[src/rtl/mem_access_ctrl.sv]
// mem_access_ctrl: initiator side of the LC-3 MAR/MDR memory path; sequences one read or write per request.
// Optional feature macro: MEM_ACV_CHECK_EN (user-mode access-control violation check).
module mem_access_ctrl #(
  parameter int unsigned MEM_LATENCY = 1
) (
  input  logic        clk,
  input  logic        reset,
  input  logic        req,
  input  logic        wr,
  input  logic [15:0] addr,
  input  logic [15:0] wdata,
  input  logic        priv,
  input  logic [15:0] MDROut,
  output logic [15:0] bus_out,
  output logic        bus_drive,
  output logic        ldMAR,
  output logic        ldMDR,
  output logic        selMDR,
  output logic        memWE,
  output logic [15:0] rdata,
  output logic        done,
  output logic        busy,
  output logic        acv,
  output logic [2:0]  dbg_state
);

  // Handshake: req is sampled only in IDLE and the request fields are latched on
  // that edge; done pulses for one cycle (rdata/acv valid with it). A req still
  // high in the idle cycle after done starts the next access.
  typedef enum logic [2:0] {
    S_IDLE  = 3'd0,
    S_MAR   = 3'd1,
    S_RWAIT = 3'd2,
    S_RMDR  = 3'd3,
    S_CAPT  = 3'd4,
    S_WMDR  = 3'd5,
    S_WWE   = 3'd6,
    S_RESP  = 3'd7
  } state_t;

  localparam logic [3:0] LAT_M1 = 4'(MEM_LATENCY - 1);

  state_t      state_q, state_d;
  logic [3:0]  cnt_q, cnt_d;
  logic        wr_q, wr_d;
  logic [15:0] addr_q, addr_d;
  logic [15:0] wdata_q, wdata_d;
  logic [15:0] rdata_q, rdata_d;
  logic        acv_q, acv_d;
  logic        acv_hit;

`ifdef MEM_ACV_CHECK_EN
  assign acv_hit = priv && ((addr < 16'h3000) || (addr >= 16'hFE00));
`else
  logic priv_unused;
  assign priv_unused = priv;
  assign acv_hit     = 1'b0;
`endif

  always_ff @(posedge clk or posedge reset) begin
    if (reset) begin
      state_q <= S_IDLE;
      cnt_q   <= 4'd0;
      wr_q    <= 1'b0;
      addr_q  <= 16'h0000;
      wdata_q <= 16'h0000;
      rdata_q <= 16'h0000;
      acv_q   <= 1'b0;
    end else begin
      state_q <= state_d;
      cnt_q   <= cnt_d;
      wr_q    <= wr_d;
      addr_q  <= addr_d;
      wdata_q <= wdata_d;
      rdata_q <= rdata_d;
      acv_q   <= acv_d;
    end
  end

  always_comb begin
    state_d = state_q;
    cnt_d   = cnt_q;
    wr_d    = wr_q;
    addr_d  = addr_q;
    wdata_d = wdata_q;
    rdata_d = rdata_q;
    acv_d   = acv_q;
    case (state_q)
      S_IDLE: begin
        if (req) begin
          wr_d    = wr;
          addr_d  = addr;
          wdata_d = wdata;
          acv_d   = acv_hit;
          state_d = acv_hit ? S_RESP : S_MAR;
        end
      end
      S_MAR: begin
        if (wr_q) begin
          state_d = S_WMDR;
        end else begin
          cnt_d   = LAT_M1;
          state_d = S_RWAIT;
        end
      end
      // Stays exactly MEM_LATENCY cycles; the counter stops at zero.
      S_RWAIT: begin
        if (cnt_q == 4'd0) state_d = S_RMDR;
        else               cnt_d   = cnt_q - 4'd1;
      end
      S_RMDR: state_d = S_CAPT;
      S_CAPT: begin
        rdata_d = MDROut;
        state_d = S_RESP;
      end
      S_WMDR: state_d = S_WWE;
      S_WWE:  state_d = S_RESP;
      S_RESP: state_d = S_IDLE;
      default: state_d = S_IDLE;
    endcase
  end

  // Memory-side strobes depend on state only.
  always_comb begin
    bus_out   = 16'h0000;
    bus_drive = 1'b0;
    ldMAR     = 1'b0;
    ldMDR     = 1'b0;
    selMDR    = 1'b0;
    memWE     = 1'b0;
    case (state_q)
      S_MAR: begin
        bus_out   = addr_q;
        bus_drive = 1'b1;
        ldMAR     = 1'b1;
      end
      S_RMDR: begin
        selMDR = 1'b1;
        ldMDR  = 1'b1;
      end
      S_WMDR: begin
        bus_out   = wdata_q;
        bus_drive = 1'b1;
        ldMDR     = 1'b1;
      end
      S_WWE:   memWE = 1'b1;
      default: ;
    endcase
  end

  assign done      = (state_q == S_RESP);
  assign acv       = done && acv_q;
  assign busy      = (state_q != S_IDLE);
  assign rdata     = rdata_q;
  assign dbg_state = state_q;

endmodule

[config.mk]
export PLATFORM = sky130hd
export DESIGN_NAME = mem_access_ctrl
export DESIGN_NICKNAME = d
export VERILOG_FILES = /design/src/rtl/mem_access_ctrl.sv
export SDC_FILE = /design/constraint.sdc
export NUM_CORES = 1
export LEC_CHECK = 0
export ABC_CLOCK_PERIOD_IN_PS = 1800
export CORE_UTILIZATION = 30
export DETAILED_ROUTE_END_ITERATION = 10
export PLACE_DENSITY_LB_ADDON = 0.3
export SLEW_MARGIN = 20
export SYNTH_ARGS = -nofsm -noshare
export SYNTH_HDL_FRONTEND = slang
export SYNTH_SLANG_ARGS = --single-unit
[constraint.sdc]
create_clock -name clk -period 1.8 [get_ports clk]
set_clock_uncertainty 0.05 [all_clocks]
set_input_delay 0.18 -clock clk [delete_from_list [all_inputs] [get_ports clk]]
set_output_delay 0.18 -clock clk [all_outputs]
set_load 0.01 [all_outputs]
## After elaboration in Yosys (flattened, before gate mapping)

Cells that the tools add are included.

| operators by class | value |
|---|---|
| add/sub/neg operators | 1 |
| eq/ne operators | 11 |
| multiplexer cells | 13 |
| reductions and logical operators | 10 |

Operator list:

| operator | count |
|---|---|
| 16-bit one-hot mux with 2 select lines | 1 |
| 3-bit one-hot mux with 7 select lines | 1 |
| 3-bit equality test, second input constant | 4 |
| 3-bit 2-to-1 mux | 3 |
| 4-bit 2-to-1 mux | 2 |
| 2-bit inequality test, second input constant | 4 |
| 4-bit one-hot mux with 2 select lines | 1 |
| 3-bit by 2-bit equality test with 1-bit output, second input constant | 2 |
| 2-bit OR reduction | 3 |
| 1-bit 2-to-1 mux | 5 |
| 4-bit zero test | 1 |
| 2-bit AND reduction | 2 |
| 4-bit by 1-bit subtractor with 4-bit output, second input constant | 1 |
| 3-bit by 1-bit equality test with 1-bit output, second input constant | 1 |
| 3-bit zero test | 1 |
| 3-bit AND reduction | 1 |
| 3-bit nonzero test | 1 |
| 2-bit nonzero test | 1 |

| word-level totals | value |
|---|---|
| bits in registers | 56 |
| output and inout bits | 43 |
| word-level logic and storage cells | 41 |

## Longest topological paths before layout

| logic depth | value |
|---|---|
| depth after elaboration | 3 |
| mapped depth | 5 |
| depth with buffers taken out | 5 |

## Worst setup path before layout

No wires, ideal clock.

| timing | value |
|---|---|
| path kind | reg-to-reg |
| from | reg state_q[0] (netlist: dbg_state[0]) |
| to | reg addr_q[0] |
| setup time | 0.125 ns |
| arrival | 1.547 ns |
| setup slack | 0.078 ns |
| cell stages (with the launch flop) | 5 |
| cell sequence | dfrtp_1 buf_6 nor4b_4 buf_6 mux2_2 |

| on the way | value |
|---|---|
| word-level cells in the longest chain between the ends | 2 |

RTL lines:

| element | RTL line | source |
|---|---|---|
| from (decl) | 43 | `state_t state_q, state_d;` |
| from (signal assigned) | 70 | `state_q <= state_d;` |
| 3-bit zero test | 88 | `case (state_q)` |
| 2-bit AND reduction (no line) | -- |  |
| to (signal assigned) | 73 | `addr_q <= addr_d;` |
| to (decl) | 46 | `logic [15:0] addr_q, addr_d;` |

Every way passes these cells.
A chain may end at the register's enable or synchronous reset.

## Worst setup path after layout

| timing | value |
|---|---|
| from | reg state_q[2] (netlist: dbg_state[2]) |
| to | reg wdata_q[9] |

| on the way | value |
|---|---|
| word-level cells in the longest chain between the ends | 2 |

RTL lines:

| element | RTL line | source |
|---|---|---|
| 3-bit zero test | 88 |  |
| 2-bit AND reduction (no line) | -- |  |
| to (signal assigned) | 74 | `wdata_q <= wdata_d;` |
| to (decl) | 47 | `logic [15:0] wdata_q, wdata_d;` |

Every way passes these cells.

==> flow_metrics.py <==
metrics = {
    "die": {
        "io_pins": 96,
        "rows": 33,
        "die_h_um": 94.5,
        "floorplan.initialDensity_pct": 31.1,
        "fp.dieW_um": 94.5,
        "dieArea_um2": 8930,
        "core_area_um2": 8260,
    },
    "hold_path": {
        "hold_path.class": "in -> async",
    },
    "clock_tree": {
        "cts_tree": "yes",
        "cts_made_buffers": 5,
        "clock_latency_ps": 310,
        "htree_levels": 2,
        "cts_sinks": 56,
        "clk_path_buf_depth": 2,
        "clk_pin_slew_worst_paths_ps": 100,
        "root_buffer": "clkbuf_8",
    },
    "sta": {
        "hold_viol": 0,
        "drv_slew": 0,
        "fmax_mhz": 544,
        "period_needed_ps": 1840,
        "finalSetupViolations": 21,
        "rsz0062_at_grt": "true",
        "finalWorstSetupSlack_ps": -39.3,
        "period_share_pct": 102,
    },
    "yosys": {
        "synth_nets": 252,
        "synth_commonest_cells": "dfrtp_1, mux2_2, nor2_1, mux2i_1, inv_1",
        "ys_types": 32,
        "synth_top_family_by_area": "multiplexers",
        "synth-xor-area-share_pct": 0.341,
        "synthSimpleGateAreaFrac_pct": 8.09,
        "ys_warn_count": 0,
        "ys_seq_area_share_pct": 54.6,
        "synthAdderAreaFrac_pct": 0.975,
        "synth_compound_area_share_pct": 2.97,
        "synth_ff_type": "dfrtp_1",
        "ys_ff_latch": 56,
        "async_flop_share_pct": 100,
        "synth_largest_area_cell": "dfrtp_1",
        "syn_inst": 197,
        "syn-cell-area_um2": 2570,
        "synth_top_area_share_pct": 54.6,
        "syn_area_per_cell_um2": 13.0,
        "synth_edf_count": 0,
        "yosys.cell_count.top_type": "dfrtp_1",
        "synthMuxAreaShare_pct": 28.1,
        "synth_area_leaders": "dfrtp_1, mux2_2, mux2i_1",
    },
    "global_route": {
        "grt_pass1_wl_um": 9140,
        "antenna_found_initial": 0,
        "track_usage_pct": 13.3,
        "overflow": 0,
        "grt_start_max_net_pins": 41,
        "grt_pass1_vias": 1857,
    },
    "layout": {
        "fin_nets": 372,
        "antenna_cells": 0,
        "final_layout_size_suffix_gt1_share_pct": 34.0,
        "nFillCells": 769,
        "synthToLayoutAreaGrowth_pct": 58.2,
        "final_core_utilization_pct": 49.2,
        "final_area_um2": 4060,
    },
    "critical_path": {
        "critPathKind": "reg -> reg",
        "worstPathRequired_ps": 1950,
        "reg2reg_depth": 7,
        "path_max_fanout": 7,
        "r2r-start": "dbg_state[2]$_DFFE_PP0P_",
        "reg2reg_to": "wdata_q[9]$_DFFE_PP0P_",
        "cp.arrival_ps": 1990,
        "cp-end-kind": "register",
        "r2r_slack_ps": -40,
        "start_kind": "register",
    },
    "drt": {
        "drt_iter0_drc": 42,
        "postRouteAntennaNets": 0,
        "wl_per_cell_um": 14.5,
        "drcViolationCount": 0,
        "vias": 1930,
        "routed_wl_um": 6130,
        "viasPerCell": 4.56,
        "dr.pass1.iters": 4,
    },
    "status": {
        "status": "finished, violations left",
        "violations": "setup timing",
    },
    "power_and_ir_drop": {
        "peakVddDrop_mv": 0.525,
        "leakagePower_uw": 0.00186,
        "powerDensity_nw_per_um2": 1540,
        "finalPower_uw": 6240,
    },
    "placed_design": {
        "io_buffers": 93,
        "post_dp_cell_area_um2": 3660,
        "gp_congestion": 0.733,
        "hpwl_um": 3960,
    },
    "job": {
        "drv_cap": 0,
    },
}
==> per-stage QoR <==
| step | cells | worst slack (ps) | TNS [ps] | hold slack (ps) |
|---|---|---|---|---|
| 2_1_floorplan | 197 | 78.4 | 0 | 247 |
| 3_5_place_dp | 393 | 48.7 | 0 | 430 |
| 5_1_grt | 423 | -85.9 | -1680 | 150 |
| 6_report | 423 | -39.3 | -406 | 125 |
| 4_1_cts | 406 | 4.68 | 0 | 128 |
| 3_3_place_gp | 393 | 47.5 | 0 | 420 |
==> critical path, cell delays in order (launching register included) <==
cell and delay (ps):
dfrtp_2 430, buf_6 140, buf_6 110, nor4b_4 270, buf_6 160, buf_6 110
clkbuf_16 160, mux2_4 300
==> power breakdown <==
group	leakage, uW	switching [uW]	internal [uW]
registers	0.000677	319	1850
clock network	0.0000455	396	315
logic	0.00113	1290	2070
==> registers in the layout, indices dropped and copies added, names as in the netlist <==
name and count:
wdata_q 16, wr_q 1, dbg_state 3, cnt_q 4, rdata 16, addr_q 16
==> area by class of cell <==
cell class	instances	area, um2	share of cell area, %
clock buffer	8	90.1	2.22
inverter	8	33.8	0.832
multi-input combinational	120	1130	27.8
sequential	56	1400	34.6
tap	105	131	3.24
timing repair buffer	126	1270	31.3
==> worst max-delay path by stage <==
stage,startpoint,slack [ps],end
after global routing,dbg_state[2]$_DFFE_PP0P_,-90,wdata_q[9]$_DFFE_PP0P_
after global placement,req,50,addr_q[11]$_DFFE_PP0P_
after floorplan,dbg_state[0]$_DFFE_PP0P_,80,addr_q[0]$_DFFE_PP0P_
after CTS,dbg_state[2]$_DFFE_PP0P_,5,wdata_q[11]$_DFFE_PP0P_
after detailed placement,req,50,wdata_q[11]$_DFFE_PP0P_
final,dbg_state[2]$_DFFE_PP0P_,-40,wdata_q[9]$_DFFE_PP0P_
==> per-layer routing <==
metal  vias up  GRT usage [%]  share of wire (%)
met5         -              0                  0
li1        921              -                  -
met2        49           20.9                 48
met1       955           18.1                 47
met3         5           3.62                4.4
met4         0           3.41                1.2
==> repair_timing <==
| item | in CTS | in global routing |
|---|---|---|
| resized for setup | 28 | 73 |
| hold buffers | 0 | 0 |
| hold endpoints to repair | 0 | 0 |
| setup buffers | 5 | 13 |
| endpoints found under the setup margin | 23 | 48 |
| gates cloned | 0 | 4 |
| pin swaps | 0 | 1 |
==> placed cells by master (no fill, tap or decap), types with 2 or more instances in the layout <==
master	instances
buf_6	6
buf_12	7
buf_4	16
dfrtp_1	54
mux2_2	27
ha_1	2
nor3_1	2
clkbuf_16	3
mux2i_1	18
o21ai_0	3
mux2_4	21
dfrtp_2	2
dlygate4sd2_1	5
clkbuf_1	2
o311ai_0	3
clkbuf_8	6
nor2_1	20
clkdlybuf4s50_1	70
inv_1	6
nand2_1	4
clkbuf_2	14
or3_1	2
clkdlybuf4s15_1	4
a21oi_1	3
==> cell families after synthesis <==
kind of cell             after synthesis
buffers and inverters                 21
other                                  1
XOR/XNOR                               1
adder cells (fa/ha/maj)                2
AND/OR/NAND/NOR                       38
AO/OA/AOI/OAI                         12
multiplexers                          66
flip-flops                            56
No activity file was read; power rests on OpenSTA's default activity.
